==> src/rtl/riscv_ctrl_fsm_if.sv <==
// Control-FSM bundle: instruction/branch/memory-ready inputs and every datapath select and strobe.
// master = control FSM side, slave = datapath/memory side.
interface riscv_ctrl_fsm_if;
  logic [31:0] inst;
  logic        br_taken;
  logic        imem_ready;
  logic        dmem_ready;
  logic        imem_req;
  logic        dmem_req;
  logic        dmem_we;
  logic        ir_we;
  logic        pc_we;
  logic        pc_sel;
  logic [2:0]  imm_sel;
  logic        alu_a_sel;
  logic        alu_b_sel;
  logic [1:0]  alu_op;
  logic        rf_we;
  logic [1:0]  wb_sel;
  logic        illegal;
  logic [2:0]  state_o;

  modport master (
    input  inst, br_taken, imem_ready, dmem_ready,
    output imem_req, dmem_req, dmem_we, ir_we, pc_we, pc_sel, imm_sel,
           alu_a_sel, alu_b_sel, alu_op, rf_we, wb_sel, illegal, state_o
  );

  modport slave (
    output inst, br_taken, imem_ready, dmem_ready,
    input  imem_req, dmem_req, dmem_we, ir_we, pc_we, pc_sel, imm_sel,
           alu_a_sel, alu_b_sel, alu_op, rf_we, wb_sel, illegal, state_o
  );
endinterface

==> src/rtl/riscv_ctrl_fsm.sv <==
// Multi-cycle RV32I control FSM: fetch/decode/exec/mem/writeback sequencing with
// request timeout and a sticky trap state.
module riscv_ctrl_fsm #(
  parameter int unsigned MEM_TIMEOUT = 255,
  parameter int unsigned TO_W        = 8
) (
  input logic              clk,
  input logic              rst_n,
  riscv_ctrl_fsm_if.master bus
);
  localparam logic [2:0] I_TYPE = 3'd0;
  localparam logic [2:0] S_TYPE = 3'd1;
  localparam logic [2:0] B_TYPE = 3'd2;
  localparam logic [2:0] U_TYPE = 3'd3;
  localparam logic [2:0] J_TYPE = 3'd4;
  localparam logic [TO_W-1:0] LimitM1 = TO_W'(MEM_TIMEOUT - 1);

  typedef enum logic [2:0] {
    StFetch = 3'd0, StDecode = 3'd1, StExec = 3'd2, StMem = 3'd3, StWb = 3'd4, StTrap = 3'd5
  } state_e;

  typedef enum logic [3:0] {
    ClsAluR, ClsAluI, ClsLoad, ClsStore, ClsBranch, ClsLui, ClsAuipc, ClsJal, ClsJalr, ClsBad
  } cls_e;

  state_e          state_q, state_d;
  logic [TO_W-1:0] cnt_q, cnt_d;
  logic            illegal_q, illegal_d;
  logic            hold_q;  // first cycle after reset: every strobe suppressed
  cls_e            cls;
  logic [2:0]      imm_dec;
  logic            waiting;
  logic            timeout_hit;

  assign timeout_hit = (MEM_TIMEOUT != 0) && (cnt_q == LimitM1);

  always_comb begin
    cls     = ClsBad;
    imm_dec = I_TYPE;
    case (bus.inst[6:0])
      7'b0110011: cls = ClsAluR;
      7'b0010011: cls = ClsAluI;
      7'b0000011: cls = ClsLoad;
      7'b1100111: cls = ClsJalr;
      7'b0100011: begin cls = ClsStore;  imm_dec = S_TYPE; end
      7'b1100011: begin cls = ClsBranch; imm_dec = B_TYPE; end
      7'b0110111: begin cls = ClsLui;    imm_dec = U_TYPE; end
      7'b0010111: begin cls = ClsAuipc;  imm_dec = U_TYPE; end
      7'b1101111: begin cls = ClsJal;    imm_dec = J_TYPE; end
      default:    cls = ClsBad;
    endcase
  end

  always_comb begin
    state_d       = state_q;
    illegal_d     = illegal_q;
    waiting       = 1'b0;
    bus.imem_req  = 1'b0;
    bus.dmem_req  = 1'b0;
    bus.dmem_we   = 1'b0;
    bus.ir_we     = 1'b0;
    bus.pc_we     = 1'b0;
    bus.pc_sel    = 1'b0;
    bus.imm_sel   = I_TYPE;
    bus.alu_a_sel = 1'b0;
    bus.alu_b_sel = 1'b0;
    bus.alu_op    = 2'b00;
    bus.rf_we     = 1'b0;
    bus.wb_sel    = 2'b00;
    unique case (state_q)
      StFetch: begin
        if (!hold_q) begin
          bus.imem_req = 1'b1;
          if (bus.imem_ready) begin
            bus.ir_we = 1'b1;
            state_d   = StDecode;
          end else begin
            waiting = 1'b1;
          end
        end
      end
      StDecode: begin
        bus.imm_sel = imm_dec;
        state_d     = (cls == ClsBad) ? StTrap : StExec;
      end
      StExec: begin
        bus.imm_sel = imm_dec;
        state_d     = StWb;
        case (cls)
          ClsAluR:  bus.alu_op = 2'b01;
          ClsAluI:  begin bus.alu_b_sel = 1'b1; bus.alu_op = 2'b10; end
          ClsLui:   begin bus.alu_b_sel = 1'b1; bus.alu_op = 2'b11; end
          ClsAuipc: begin bus.alu_a_sel = 1'b1; bus.alu_b_sel = 1'b1; end
          ClsLoad, ClsStore: begin
            bus.alu_b_sel = 1'b1;
            state_d       = StMem;
          end
          ClsBranch: begin
            bus.alu_a_sel = 1'b1;
            bus.alu_b_sel = 1'b1;
            bus.pc_we     = 1'b1;
            bus.pc_sel    = bus.br_taken;
            state_d       = StFetch;
          end
          ClsJal, ClsJalr: begin
            bus.alu_a_sel = (cls == ClsJal);
            bus.alu_b_sel = 1'b1;
            bus.pc_we     = 1'b1;
            bus.pc_sel    = 1'b1;
            bus.rf_we     = 1'b1;
            bus.wb_sel    = 2'b10;
            state_d       = StFetch;
          end
          default: state_d = StTrap;
        endcase
      end
      StMem: begin
        bus.imm_sel   = imm_dec;
        bus.alu_b_sel = 1'b1;
        bus.dmem_req  = 1'b1;
        bus.dmem_we   = (cls == ClsStore);
        if (bus.dmem_ready) begin
          if (cls == ClsStore) begin
            bus.pc_we = 1'b1;
            state_d   = StFetch;
          end else begin
            state_d = StWb;
          end
        end else begin
          waiting = 1'b1;
        end
      end
      StWb: begin
        bus.imm_sel = imm_dec;
        bus.rf_we   = 1'b1;
        bus.wb_sel  = (cls == ClsLoad) ? 2'b01 : 2'b00;
        bus.pc_we   = 1'b1;
        state_d     = StFetch;
      end
      StTrap:  state_d = StTrap;
      default: state_d = StTrap;
    endcase
    // A ready on the limit cycle takes the normal path because waiting is then 0.
    if (waiting && timeout_hit) state_d = StTrap;
    if (state_d == StTrap) illegal_d = 1'b1;
    if (bus.inst[11:7] == 5'd0) bus.rf_we = 1'b0;
    cnt_d       = waiting ? cnt_q + 1'b1 : '0;
    bus.illegal = illegal_q;
    bus.state_o = state_q;
  end

  always_ff @(posedge clk) begin
    if (!rst_n) begin
      state_q   <= StFetch;
      cnt_q     <= '0;
      illegal_q <= 1'b0;
      hold_q    <= 1'b1;
    end else begin
      state_q   <= state_d;
      cnt_q     <= cnt_d;
      illegal_q <= illegal_d;
      hold_q    <= 1'b0;
    end
  end
endmodule
==> src/flat_wrapper.sv <==
// flat-port wrapper written by rule: the top's interface ports become plain ports
module riscv_ctrl_fsm_flat 
#(
  parameter int unsigned MEM_TIMEOUT = 255,
  parameter int unsigned TO_W        = 8
)
  (clk, rst_n, bus_inst, bus_br_taken, bus_imem_ready, bus_dmem_ready, bus_imem_req, bus_dmem_req, bus_dmem_we, bus_ir_we, bus_pc_we, bus_pc_sel, bus_imm_sel, bus_alu_a_sel, bus_alu_b_sel, bus_alu_op, bus_rf_we, bus_wb_sel, bus_illegal, bus_state_o);
  riscv_ctrl_fsm_if bus_i ();
  input logic clk;
  input logic rst_n;
  input wire logic [$bits(bus_i.inst)-1:0] bus_inst;
  input wire logic [$bits(bus_i.br_taken)-1:0] bus_br_taken;
  input wire logic [$bits(bus_i.imem_ready)-1:0] bus_imem_ready;
  input wire logic [$bits(bus_i.dmem_ready)-1:0] bus_dmem_ready;
  output wire logic [$bits(bus_i.imem_req)-1:0] bus_imem_req;
  output wire logic [$bits(bus_i.dmem_req)-1:0] bus_dmem_req;
  output wire logic [$bits(bus_i.dmem_we)-1:0] bus_dmem_we;
  output wire logic [$bits(bus_i.ir_we)-1:0] bus_ir_we;
  output wire logic [$bits(bus_i.pc_we)-1:0] bus_pc_we;
  output wire logic [$bits(bus_i.pc_sel)-1:0] bus_pc_sel;
  output wire logic [$bits(bus_i.imm_sel)-1:0] bus_imm_sel;
  output wire logic [$bits(bus_i.alu_a_sel)-1:0] bus_alu_a_sel;
  output wire logic [$bits(bus_i.alu_b_sel)-1:0] bus_alu_b_sel;
  output wire logic [$bits(bus_i.alu_op)-1:0] bus_alu_op;
  output wire logic [$bits(bus_i.rf_we)-1:0] bus_rf_we;
  output wire logic [$bits(bus_i.wb_sel)-1:0] bus_wb_sel;
  output wire logic [$bits(bus_i.illegal)-1:0] bus_illegal;
  output wire logic [$bits(bus_i.state_o)-1:0] bus_state_o;
  assign bus_i.inst = bus_inst;
  assign bus_i.br_taken = bus_br_taken;
  assign bus_i.imem_ready = bus_imem_ready;
  assign bus_i.dmem_ready = bus_dmem_ready;
  assign bus_imem_req = bus_i.imem_req;
  assign bus_dmem_req = bus_i.dmem_req;
  assign bus_dmem_we = bus_i.dmem_we;
  assign bus_ir_we = bus_i.ir_we;
  assign bus_pc_we = bus_i.pc_we;
  assign bus_pc_sel = bus_i.pc_sel;
  assign bus_imm_sel = bus_i.imm_sel;
  assign bus_alu_a_sel = bus_i.alu_a_sel;
  assign bus_alu_b_sel = bus_i.alu_b_sel;
  assign bus_alu_op = bus_i.alu_op;
  assign bus_rf_we = bus_i.rf_we;
  assign bus_wb_sel = bus_i.wb_sel;
  assign bus_illegal = bus_i.illegal;
  assign bus_state_o = bus_i.state_o;
  riscv_ctrl_fsm #(.MEM_TIMEOUT(MEM_TIMEOUT), .TO_W(TO_W)) u_core (.clk(clk), .rst_n(rst_n), .bus(bus_i));
endmodule
==> config.mk <==
export PLATFORM = sky130hd
export DESIGN_NAME = riscv_ctrl_fsm_flat
export DESIGN_NICKNAME = d
export VERILOG_FILES = /design/src/rtl/riscv_ctrl_fsm_if.sv /design/src/rtl/riscv_ctrl_fsm.sv /design/src/flat_wrapper.sv
export SDC_FILE = /design/constraint.sdc
export NUM_CORES = 1
export LEC_CHECK = 0
export ABC_AREA = 1
export CORE_UTILIZATION = 40
export DETAILED_ROUTE_END_ITERATION = 6
export PLACE_DENSITY = 0.85
export SYNTH_ARGS = -nofsm -noshare
export SYNTH_HDL_FRONTEND = slang
export SYNTH_SLANG_ARGS = --single-unit
==> constraint.sdc <==
create_clock -name clk -period 4 [get_ports clk]
set_clock_uncertainty 0.1 [all_clocks]
set_input_delay 0.8 -clock clk [delete_from_list [all_inputs] [get_ports clk]]
set_output_delay 0.8 -clock clk [all_outputs]
set_load 0.005 [all_outputs]
==> metrics.log, run 1 <==
[metrics] count of filler cells inserted in the layout: 211
[metrics] Post-Place Worst Slack: 0.430 ns
[metrics] number of antenna violations at the first check in global routing: 0
[metrics] First-pass DRT Iterations: 4
[metrics] GR Util All Layers: 0.204
[metrics] # diodes: 0
[metrics] leading cell type by number of instances after synthesis: sky130_fd_sc_hd__inv_1
[metrics] top-level I/O count: 57
[metrics] Post-Route Setup TNS: 0 ns
[metrics] leakage: 0.621 nW
[metrics] Hold/Removal Path Class: reg -> reg
[metrics] portion of the clock cycle consumed by the worst path in the final layout: 0.893
[metrics] Worst EP required: 3.10 ns
[metrics] post-synthesis sequential area ratio: 0.270
[metrics] Clock Pin Slew Worst Setup and Hold Paths: 0.08 ns
[metrics] input/output buffers: 36
[metrics] Final Hold Violating Endpoints: 0
[metrics] Wirelength per Cell: approximately 11 um
[metrics] final weighted congestion in routability-driven placement: a little over 0.8
[metrics] number of buffers inserted by hold repair at cts: 0
[metrics] Main synth FF type: sky130_fd_sc_hd__dfxtp_1
[metrics] number of nets produced by synthesis: 196
[metrics] post-cts repair resize count: 0
[metrics] Detailed Route Iter0 Violations: 36
[metrics] half-perimeter wire length after detailed placement: just over 2000 um
[metrics] Tmin final: 3.57 ns
[metrics] cell accounting for the most synthesized area: sky130_fd_sc_hd__dfxtp_1
[metrics] post-route core utilization: 0.621
[metrics] via count of the first global-routing pass: 1025
[metrics] latest clock arrival within the worst-skew pair: 0.28 ns
[metrics] CTS tree: done
[metrics] deepest clock path buffer count: 2
[metrics] Total Wirelength: between 2000 and 2500 um
[metrics] setup violation total in the final timing report: 0
[metrics] Worst IR Drop VDD: around 0.15 mV
[metrics] antenna viol nets, final: 0
[metrics] Clock Sink Count: 13
[metrics] Worst Path Class, Setup: in -> out
[metrics] number of enable-type register cells in the synthesized netlist: 0
[metrics] Post-CTS Setup Repair Bufs: 0
[metrics] Starting Density: 0.432
[metrics] total standard cell area after synthesis: 965 sq um
[metrics] worst slew margin relative to its limit: 0.723
[metrics] share of the synthesized area in the top cell type: 0.270
[metrics] setup ws final: 0.427 ns
[metrics] fraction of final layout cells sized beyond drive strength 1: 0.102
[metrics] layout overhead on the synthesized area: 43.7%
[metrics] Critical Path Fanout Max: 8
[metrics] top cells by count, synth: 29 x sky130_fd_sc_hd__inv_1, 25 x sky130_fd_sc_hd__nand2_1, 25 x sky130_fd_sc_hd__nor2_1
[metrics] flip-flop and latch count after synthesis: 13
[metrics] GRT Residual Overflow: 0
[metrics] ranking of synthesized cells by area: sky130_fd_sc_hd__dfxtp_1 27%, sky130_fd_sc_hd__inv_1 11%, sky130_fd_sc_hd__nand2_1 9.7%
[metrics] Warnings, synthesis: 0
[metrics] Max Clock Freq: 0.280 GHz
[metrics] status: completed
[metrics] transition time at the pin with the least slew margin: 0.414 ns
[metrics] standard cell core area: 2230 sq um
[metrics] max_cap viols: 0
[metrics] height of the chip: 51.1 um
[metrics] Arrival @ worst endpoint: 2.67 ns
[metrics] level count of the clock H-tree: 1
[metrics] clock root buffer master: sky130_fd_sc_hd__clkbuf_4
[metrics] Row Count: 17
[metrics] RSZ-0062 raised after global routing: false
[metrics] detailed-route via count: 1125
[metrics] distinct cell type count after synthesis: 27
[metrics] fin nets: 237
[metrics] power density relative to cell area: 204 nW/um^2
[metrics] Chip Width: ~51 um
[metrics] average vias per placed instance: around 5.0
[metrics] post-synthesis cell count: 157
[metrics] Async SR Flop Fraction: 0
[metrics] Die Area: around 2600 sq um
[metrics] sort of element at the start of the critical path: input pin
[metrics] crit path capture type: output port
[metrics] number of buffers added by the clock tree synthesis step: 3
[metrics] final-report max-slew violation count: 0
[metrics] first-pass GRT wire length: roughly 4000 um
[metrics] mean cell area of the mapped netlist: 6.14 sq um
[metrics] count of unresolved DRC violations after routing: 0
[metrics] largest net degree at the start of global routing: 9
## registers in the layout, indices dropped and copies added, names as in the netlist
register and cells:
u_core.bus.state_o 3, u_core.hold_q 1, u_core.cnt_q 8, u_core.bus.illegal 1
## worst paths after layout
check	start	end	slack, ns	cells after the start
max reg2reg	u_core.bus.state_o[2]$_SDFF_PN0_	u_core.bus.illegal$_SDFFE_PN0N_	2.41	8
min reg2reg	u_core.bus.illegal$_SDFFE_PN0N_	u_core.bus.illegal$_SDFFE_PN0N_	0.36	2
max	bus_inst[2]	bus_pc_we	0.43	7
min	u_core.bus.illegal$_SDFFE_PN0N_	u_core.bus.illegal$_SDFFE_PN0N_	0.36	2
## through the flow
step	power, mW	instances	area [sq um]	hold WS (ns)
6_report	0.282	225	1390	0.356
5_1_grt	0.298	225	1390	0.409
4_1_cts	0.284	225	1390	0.358
3_5_place_dp	0.204	221	1360	0.340
3_3_place_gp	0.202	221	1360	0.333
2_1_floorplan	0.168	157	965	0.330
## logic make-up after synthesis
kind of cell,share of synthesized area
simple gates,0.477
buf+inv,0.125
compound gates,0.0934
flops,0.270
fa+ha+maj,0.0259
xor+xnor,0.00908
## layout make-up
cell class                      instances  area [sq um]  area share
Multi-Input combinational cell        112           584       0.421
Tap cell                               28          35.0      0.0253
Inverter                               32           120      0.0866
Timing Repair Buffer                   36           360       0.260
Clock buffer                            4          26.3      0.0190
Sequential cell                        13           260       0.188
## cell usage in the layout (no fill, tap or decap), drive strengths merged, types with 5 or more instances in the layout
cell	count
nor2	29
dfxtp	13
nand4	5
inv	32
clkdlybuf4s50	36
nand2	29
o21ai	5
nor3	8
nand3	17
## critical path, stage by stage
cell and delay (ns):
sky130_fd_sc_hd__clkdlybuf4s50_1 0.46, sky130_fd_sc_hd__nor2_1 0.15, sky130_fd_sc_hd__nand2_2 0.13, sky130_fd_sc_hd__nor2_2 0.18, sky130_fd_sc_hd__inv_1 0.09, sky130_fd_sc_hd__o311ai_0 0.28
sky130_fd_sc_hd__clkdlybuf4s50_1 0.58
## power breakdown
part | internal [mW] | switching (mW) | total, mW
sequential | 0.133 | 0.00461 | 0.138
combinational | 0.0342 | 0.0292 | 0.0634
clock | 0.0387 | 0.0427 | 0.0814
total | 0.206 | 0.0765 | 0.282
## metal layers
metal | up-vias | part of all wire | track usage
li1 | 585 | - | -
met1 | 500 | 0.44 | 0.254
met3 | 4 | 0.069 | 0.0327
met4 | 0 | 0.0087 | 0.0694
met5 | - | 0 | 0
met2 | 36 | 0.48 | 0.353
No activity file was read; power rests on OpenSTA's default activity.
==> run 2: changes to the inputs <==
--- a/config.mk
+++ b/config.mk
@@ -6,9 +6,11 @@
 export NUM_CORES = 1
 export LEC_CHECK = 0
 export ABC_AREA = 1
-export CORE_UTILIZATION = 40
+export CORE_MARGIN = 2
+export CORE_UTILIZATION = 42
+export CTS_BUF_LIST = sky130_fd_sc_hd__clkbuf_4 sky130_fd_sc_hd__clkbuf_8
 export DETAILED_ROUTE_END_ITERATION = 6
-export PLACE_DENSITY = 0.85
+export PLACE_DENSITY = 0.88
 export SYNTH_ARGS = -nofsm -noshare
 export SYNTH_HDL_FRONTEND = slang
 export SYNTH_SLANG_ARGS = --single-unit
==> metrics.log, run 2 (synthesis results as in run 1) <==
[metrics] Post-Route Setup TNS: 0 ns (unchanged)
[metrics] height of the chip: 51.9 um (+1.6%)
[metrics] Final Hold Violating Endpoints: 0 (unchanged)
[metrics] final std cell area, no fill: 1390 sq um (+0.27%)
[metrics] Worst Path Class, Setup: in -> out
[metrics] crit path capture type: output port
[metrics] portion of the clock cycle consumed by the worst path in the final layout: 0.916 (+0.0227)
[metrics] sort of element at the start of the critical path: input pin
[metrics] total placed cells including tap cells: 221 (unchanged)
[metrics] final weighted congestion in routability-driven placement: 0.849 (+3.7%)
[metrics] layout overhead on the synthesized area: 44.1%
[metrics] Largest register FFs: 8 (unchanged)
[metrics] GRT Residual Overflow: 0 (unchanged)
[metrics] final standard cell count with taps included and fillers excluded: 225 (unchanged)
[metrics] leakage: 0.624 nW (+0.55%)
[metrics] most common cell after layout, fill and taps aside: sky130_fd_sc_hd__clkdlybuf4s50_1
[metrics] count of unresolved DRC violations after routing: 0 (unchanged)
[metrics] Arrival @ worst endpoint: 2.76 ns (+0.09 ns)
[metrics] Hold/Removal Path Class: reg -> reg
[metrics] Chip Width: 51.9 um (+1.6%)
[metrics] detailed-route via count: 1132 (+0.62%)
[metrics] Max Clock Freq: 0.273 GHz (-2.5%)
[metrics] most frequent cells in the layout: 36 x sky130_fd_sc_hd__clkdlybuf4s50_1, 29 x sky130_fd_sc_hd__inv_1, 25 x sky130_fd_sc_hd__nand2_1, 25 x sky130_fd_sc_hd__nor2_1, 14 x sky130_fd_sc_hd__nand3_1
[metrics] via count of the first global-routing pass: 1040 (+1.5%)
[metrics] Worst IR Drop VDD: 0.288 mV (+96%)
[metrics] Detailed Route Iter0 Violations: 35 (-2.8%)
[metrics] level count of the clock H-tree: 1 (unchanged)
[metrics] Critical Path Fanout Max: 5 (-3)
[metrics] number of buffers added by the clock tree synthesis step: 3 (unchanged)
[metrics] input/output buffers: 36 (unchanged)
[metrics] fraction of final layout cells sized beyond drive strength 1: 0.107 (+0.00508)
[metrics] tightest hold margin: 0.351 ns (-0.00476 ns)
[metrics] largest net degree at the start of global routing: 9 (unchanged)
[metrics] Row Count: 17 (unchanged)
[metrics] Total Wirelength: 2420 um (+0.50%)
[metrics] setup violation total in the final timing report: 0 (unchanged)
[metrics] Clock Sink Count: 13 (unchanged)
[metrics] power density relative to cell area: 208 nW/um^2 (+1.9%)
[metrics] worst slew margin relative to its limit: 0.702 (-0.0210)
[metrics] status: completed
[metrics] average vias per placed instance: 5.03 (+0.62%)
[metrics] transition time at the pin with the least slew margin: 0.445 ns (+0.0314 ns)
[metrics] final-report max-slew violation count: 0 (unchanged)
[metrics] CTS tree: done
[metrics] launch point of the worst reg-to-reg path: u_core.bus.state_o[1]$_SDFF_PN0_
[metrics] Tmin final: 3.66 ns (+0.0909 ns)
[metrics] First-pass DRT Iterations: 4 (unchanged)
[metrics] clock root buffer master: sky130_fd_sc_hd__clkbuf_4
[metrics] Post-CTS Setup Repair Bufs: 0 (unchanged)
[metrics] origin of the worst min-delay path: u_core.bus.illegal$_SDFFE_PN0N_
[metrics] half-perimeter wire length after detailed placement: 2020 um (about the same)
[metrics] standard cell core area: 2190 sq um (-1.9%)
[metrics] GR Util All Layers: 0.198 (-0.00654)
[metrics] Worst setup startpoint: bus_inst[6]
[metrics] RSZ-0062 raised after global routing: false
[metrics] register with the most flip-flops: u_core.cnt_q
[metrics] Wirelength per Cell: 10.7 um (+0.50%)
[metrics] fin nets: 237 (unchanged)
[metrics] deepest clock path buffer count: 2 (unchanged)
[metrics] number of antenna violations at the first check in global routing: 0 (unchanged)
[metrics] latest clock arrival within the worst-skew pair: 0.27 ns (about the same)
[metrics] number of buffers inserted by hold repair at cts: 0 (unchanged)
[metrics] Die Area: 2700 sq um (+3.2%)
[metrics] Starting Density: 0.440 (+0.00839)
[metrics] DP Area: 1360 sq um (unchanged)
[metrics] post-cts repair resize count: 0 (unchanged)
[metrics] # diodes: 0 (unchanged)
[metrics] first-pass GRT wire length: 4070 um (-0.49%)
[metrics] antenna viol nets, final: 0 (unchanged)
[metrics] max_cap viols: 0 (unchanged)
[metrics] top-level I/O count: 57 (unchanged)
[metrics] Clock Pin Slew Worst Setup and Hold Paths: 0.08 ns (about the same)
[metrics] Worst EP required: 3.10 ns (about the same)
==> run 2: cell counts in the layout (fill, tap and decap cells not counted) <==
No cell type changed its count.
==> run 2: through the flow <==
step	setup slack, ns	utilization	power (mW)
floorplan	1.52	-	0.168
finish	0.336	0.634	0.288
detailed placement	0.378	0.621	0.204
global placement	0.424	0.621	0.202
CTS	0.373	0.634	0.291
global route	0.213	0.634	0.307
==> run 2: path summary, 6_finish.rpt <==
path	to	depth (start not counted)	slack, ns
max	bus_pc_we	7	0.34
min	u_core.bus.illegal$_SDFFE_PN0N_	2	0.35
max reg2reg	u_core.bus.illegal$_SDFFE_PN0N_	9	2.39
min reg2reg	u_core.bus.illegal$_SDFFE_PN0N_	2	0.35
==> run 2: power breakdown <==
part | switching [mW] | internal [mW] | leakage, nW
sequential | 0.00440 | 0.133 | 0.106
clock | 0.0423 | 0.0454 | 0.0184
combinational | 0.0291 | 0.0342 | 0.500
==> run 2: final cells by class <==
class	instances	area (sq um)
fill	197	801
clock buffer	4	30.0
sequential	13	260
multi-input combinational	112	584
tap	28	35.0
timing repair buffer	36	360
inverter	32	120
==> run 2: worst max-delay path: stages <==
cell                              delay [ns]
sky130_fd_sc_hd__clkdlybuf4s50_1        0.45
sky130_fd_sc_hd__inv_1                  0.16
sky130_fd_sc_hd__nand3_1                0.10
sky130_fd_sc_hd__nor2_2                 0.21
sky130_fd_sc_hd__inv_1                  0.09
sky130_fd_sc_hd__o311ai_0               0.36
sky130_fd_sc_hd__clkdlybuf4s50_1        0.58
==> run 2: routing by layer <==
layer | up-vias | GRT usage | part of all wire
met5 | - | 0 | 0
met4 | 0 | 0.0614 | 0.0025
met3 | 2 | 0.0747 | 0.096
met2 | 46 | 0.319 | 0.46
met1 | 502 | 0.242 | 0.44
li1 | 582 | - | -
==> run 3: changes to the inputs <==
--- a/config.mk
+++ b/config.mk
@@ -6,6 +6,7 @@
 export NUM_CORES = 1
 export LEC_CHECK = 0
 export ABC_AREA = 1
+export CAP_MARGIN = 10
 export CORE_MARGIN = 2
 export CORE_UTILIZATION = 42
 export CTS_BUF_LIST = sky130_fd_sc_hd__clkbuf_4 sky130_fd_sc_hd__clkbuf_8
==> results of run 3 <==
The final DEF is identical to that of run 2; final timing and power are the same.
==> RTL change 1 (settings of run 3) <==
`TO_W` is set to 8 in 2 places; all go to 10.
--- a/src/rtl/riscv_ctrl_fsm.sv
+++ b/src/rtl/riscv_ctrl_fsm.sv
@@ -4,3 +4,3 @@
   parameter int unsigned MEM_TIMEOUT = 255,
-  parameter int unsigned TO_W        = 8
+  parameter int unsigned TO_W        = 10
 ) (
--- a/src/flat_wrapper.sv
+++ b/src/flat_wrapper.sv
@@ -4,3 +4,3 @@
   parameter int unsigned MEM_TIMEOUT = 255,
-  parameter int unsigned TO_W        = 8
+  parameter int unsigned TO_W        = 10
 )
Behaviour: no difference found for any inputs over 10 cycles, from zero or initial values and one cycle with rst_n low; that may be too few to reach the edited logic, so the function may still have changed.
==> RTL change 1 against run 3 <==
- register-to-register slack improved by 0.04 ns
- routed wire length rose by 9.8%
- power rose by 11%
- fmax fell by 0.78%
- count of clock-buffer cells in the layout did not move
- highest routed layer unchanged
- clock power rose by 4.9%
- sequential share of layout area rose by 0.68 points
- worst setup slack got worse by 0.029 ns
- largest power group unchanged
- die area rose by 15%
- sequential cell count rose by 2
- first-iteration DRC count fell by 8.6%
- area after synthesis rose by 16%
- design area rose by 11%
- non-clock buffer count did not move
==> RTL change 1: results (changes against run 3) <==
worst reg2reg path startpoint=u_core.bus.state_o[2]; sequential area share after synthesis=0.2682 (-0.001623); Sw Share=0.2679 (+0.005063); Syn Nets=211 (+7.7%); WL per Instance=10.96 um (+2.1%); first-pass GRT wire length=4.830 mm (+19%); top post-synthesis cells by count=nand2_1 (27), nor2_1 (27), inv_1 (22); Crit Path Max Fanout=5 (unchanged); post-layout net count=252 (+6.3%); post-DP HPWL=2.217 mm (+9.6%); Detailed Route WL=2.652 mm (+9.8%); Max Transition Viols Final=0 (unchanged); total number of vias=1222 (+8.0%); synth top area cells=dfxtp_1 (27%), nand2_1 (9.1%), nor2_1 (9.1%); share of layout cells above drive strength 1=0.1509 (+0.04434); peak supply drop=0.1934 mV (-33%); Leakage=0.6041 nW (-3.2%); Distinct cells, synth=30 (+11%); H-tree lvl count=1 (unchanged); largest net degree at the start of global routing=11 (+2); max FFs per register=10 (+2); clock buffer count from CTS=3 (unchanged); max incr delay on CP=0.53 ns (-0.05 ns); Total GRT Usage=0.1868 (-0.01094); Synth Instances=172 (+9.6%); number of global-route vias before repair=1120 (+7.7%); RePlAce Congestion=0.8591 (+1.1%); DP Area=1518 um^2 (+12%); outcome=finished clean; DR iter-0 viols=32 (-8.6%); Crit path arrival time=2.79 ns (+0.03 ns); final hold slack=0.3698 ns (+0.01859 ns); drt first pass iters=4 (unchanged); dpl cells=238 (+7.7%); slew margin rel.=0.6947 (-0.007341); R2R Setup Slk=2.43 ns (+0.04 ns)
-- RTL change 1: changes by cell type after synthesis, sizes merged, moves of 3 or more --
cell,before,now
a21oi,4,10
nor2,29,36
nand3,17,14
inv,32,28
nand2,29,33
a31oi,0,3
-- RTL change 1: final cells by class --
cell class	instances	area, um^2
fill	237	952.2
inverter	28	105.1
timing repair buffer	36	360.3
multi-input combinational	129	714.4
clock buffer	4	30.03
sequential	15	300.3
tap	30	37.54
-- RTL change 1: cell families after synthesis --
logic type,share of synthesized area
AOI/OAI and AO/OA,0.1195
xor gates and xnor gates,0.03129
adders and majority gates,0.02234
buffers and inverters,0.09385
DFF,0.2682
and+or+nand+nor,0.4648
-- RTL change 1: power by group through the flow --
stage | combinational, mW | sequential (mW) | clock, mW
final | 0.0713 | 0.157 | 0.0920
after global placement | 0.0701 | 0.160 | 0
after CTS | 0.0715 | 0.157 | 0.0948
after global routing | 0.0796 | 0.158 | 0.102
after detailed placement | 0.0712 | 0.160 | 0
after floorplan | 0.0349 | 0.160 | 0
-- RTL change 1: worst max-delay path by stage --
stage	depth (start not counted)	slack, ns	startpoint	end
after CTS	9	0.29	bus_inst[4]	bus_wb_sel[0]
final	10	0.31	bus_inst[2]	bus_wb_sel[0]
after detailed placement	8	0.30	bus_inst[5]	bus_wb_sel[0]
after floorplan	8	1.40	bus_inst[1]	bus_wb_sel[0]
after global placement	10	0.31	bus_inst[2]	bus_wb_sel[0]
after global routing	10	0.05	bus_inst[2]	bus_wb_sel[0]
-- RTL change 1: layer usage --
layer  vias up  part of all wire  GRT usage
met5         -                 0          0
met4         0            0.0087    0.03136
met3         4             0.071    0.04884
met2        38              0.46     0.3163
met1       536              0.46     0.2417
li1        644                 -          -
-- RTL change 1: metrics by stage --
stage	worst slack [ns]	power [mW]
2_1_floorplan	1.401	0.1946
3_3_place_gp	0.3099	0.2302
3_5_place_dp	0.2972	0.2316
4_1_cts	0.2943	0.3232
5_1_grt	0.05490	0.3387
6_report	0.3070	0.3202
-- RTL change 1: worst max-delay path, delay by kind of cell --
family        cells  cell delay (ns)
buf+inv           3             1.11
simple gates      7             0.88
==> RTL change 2 (flow settings as in run 3) <==
Without the edit above. Reset style: asynchronous (`rst_n`), changed in one clocked block.
--- a/src/rtl/riscv_ctrl_fsm.sv
+++ b/src/rtl/riscv_ctrl_fsm.sv
@@ -151,3 +151,3 @@
 
-  always_ff @(posedge clk) begin
+  always_ff @(posedge clk or negedge rst_n) begin
     if (!rst_n) begin
Formal check against the unedited RTL: differs if rst_n is asserted again (counterexample within 4 cycles, from zero or initial values and one cycle with rst_n low); with rst_n held inactive, the same outputs for 10 cycles.
==> RTL change 2 against run 3 <==
- global-route usage down 2.9 points
- sequential share of layout area up 3.2 points
- routed wire length down 5.0%
- worst setup slack worse by 0.066 ns
- highest routed layer unchanged
- sequential cell count unchanged
- fmax down 1.8%
- largest cell class unchanged
- die area up 9.0%
- design area up 6.9%
- area after synthesis up 9.7%
- critical endpoint is now bus_alu_op[1]
Power is not compared: it rests on default switching activity, and its combinational part moved more than twofold at a synthesized area within 25%.
==> RTL change 2: results (changes against run 3) <==
outcome=finished clean; first-pass GRT wire length=3.726 mm (-8.5%); Syn Nets=206 (+5.1%); worst reg2reg path startpoint=u_core.bus.state_o[2]; Post-synth ARST share=1.000 (+1.000); synth top area cells=dfrtp_1 (28%), nand2_1 (12%), nor2_1 (12%); Vias per Instance=4.840 (-3.8%); DR iter-0 viols=26 (-26%); sequential area share after synthesis=0.3085 (+0.03873); Post-synth top flop=dfrtp_1; largest net degree at the start of global routing=14 (+5); R2R depth=7 (-2); Hold Path Depth=1 (-1); number of global-route vias before repair=925 (-11%); Leakage=0.7815 nW; # port buffers=36 (unchanged); Distinct cells, synth=26 (-3.7%); worst r2r dst=u_core.bus.illegal; R2R Setup Slk=2.38 ns; H-tree lvl count=1 (unchanged); Crit path arrival time=2.83 ns (+0.07 ns); worst hold endpoint=u_core.cnt_q[0]; top post-synthesis cells by count=nand2_1 (34), nor2_1 (34), inv_1 (26); drt first pass iters=4 (unchanged); Crit Path Max Fanout=4 (-1); Total GRT Usage=0.1691 (-0.02865); hold path startpoint=u_core.cnt_q[0]; post-DP HPWL=1.963 mm (-2.9%); worst-margin pin slew=0.5960 ns (+0.1511 ns); share of layout cells above drive strength 1=0.1159 (+0.009343); Clock Tree Root=clkbuf_4; YS warnings=0 (unchanged); post-layout net count=247 (+4.2%); RePlAce Congestion=0.8785 (+3.4%); WL per Instance=9.684 um (-9.8%)
[RTL change 2: through the flow]
step | area, um^2 | hold slack [ns] | cells | utilization | worst slack [ns]
after floorplan | 1059 | 0.3322 | 167 | - | 1.395
after global placement | 1456 | 0.3481 | 233 | 0.5988 | 0.3012
after detailed placement | 1456 | 0.3492 | 233 | 0.5988 | 0.2620
after CTS | 1486 | 0.3591 | 237 | 0.6111 | 0.2581
after global routing | 1486 | 0.4129 | 237 | 0.6111 | 0.1003
final | 1486 | 0.3552 | 237 | 0.6111 | 0.2694
[RTL change 2: worst max-delay path by stage]
stage           startpoint             to  slack [ns]  cells past startpoint
2_1_floorplan  bus_inst[0]  bus_alu_op[1]        1.40                      9
5_1_grt        bus_inst[4]  bus_alu_op[1]        0.10                     12
3_3_place_gp   bus_inst[6]  bus_alu_op[1]        0.30                     12
3_5_place_dp   bus_inst[4]  bus_alu_op[1]        0.26                     12
6_report       bus_inst[1]  bus_alu_op[1]        0.27                     12
4_1_cts        bus_inst[4]  bus_alu_op[1]        0.26                     12
[RTL change 2: layer usage]
layer  track usage  up-vias  share of wire
met5             0        -              0
met1        0.2445      500           0.47
li1              -      604              -
met3      0.008333        4          0.074
met4       0.06250        0          0.014
met2        0.2631       39           0.44
[RTL change 2: final cells by class]
class | instances | area (um^2)
multi-input combinational | 123 | 615.6
fill | 223 | 945.9
tap | 30 | 37.54
sequential | 13 | 326.6
clock buffer | 4 | 30.03
timing repair buffer | 36 | 360.3
inverter | 31 | 116.4
[RTL change 2: logic make-up after synthesis]
logic type | count (synthesis) | synth area share
other cells | 1 | 0.003543
xor+xnor | 2 | 0.01655
compound gates | 13 | 0.07092
flops | 13 | 0.3085
fa+ha+maj | 2 | 0.02364
buf+inv | 31 | 0.1099
simple gates | 105 | 0.4669
[RTL change 2: power by group through the flow]
stage	sequential (mW)	combinational, mW	clock [mW]
CTS	0.161	0.193	0.0872
global route	0.163	0.218	0.0931
finish	0.161	0.192	0.0849
detailed placement	0.163	0.192	0
floorplan	0.163	0.101	0
global placement	0.164	0.188	0
[RTL change 2: worst max-delay path, cell delays in order]
cell and delay (ns):
clkdlybuf4s50_1 0.45, nand2_1 0.10, inv_1 0.09, nand3_1 0.13
nor2_1 0.16, inv_1 0.11, nand3_1 0.13, nor2_1 0.08
nor2_2 0.12, nand2_1 0.06, nor2_1 0.09, clkdlybuf4s50_1 0.50
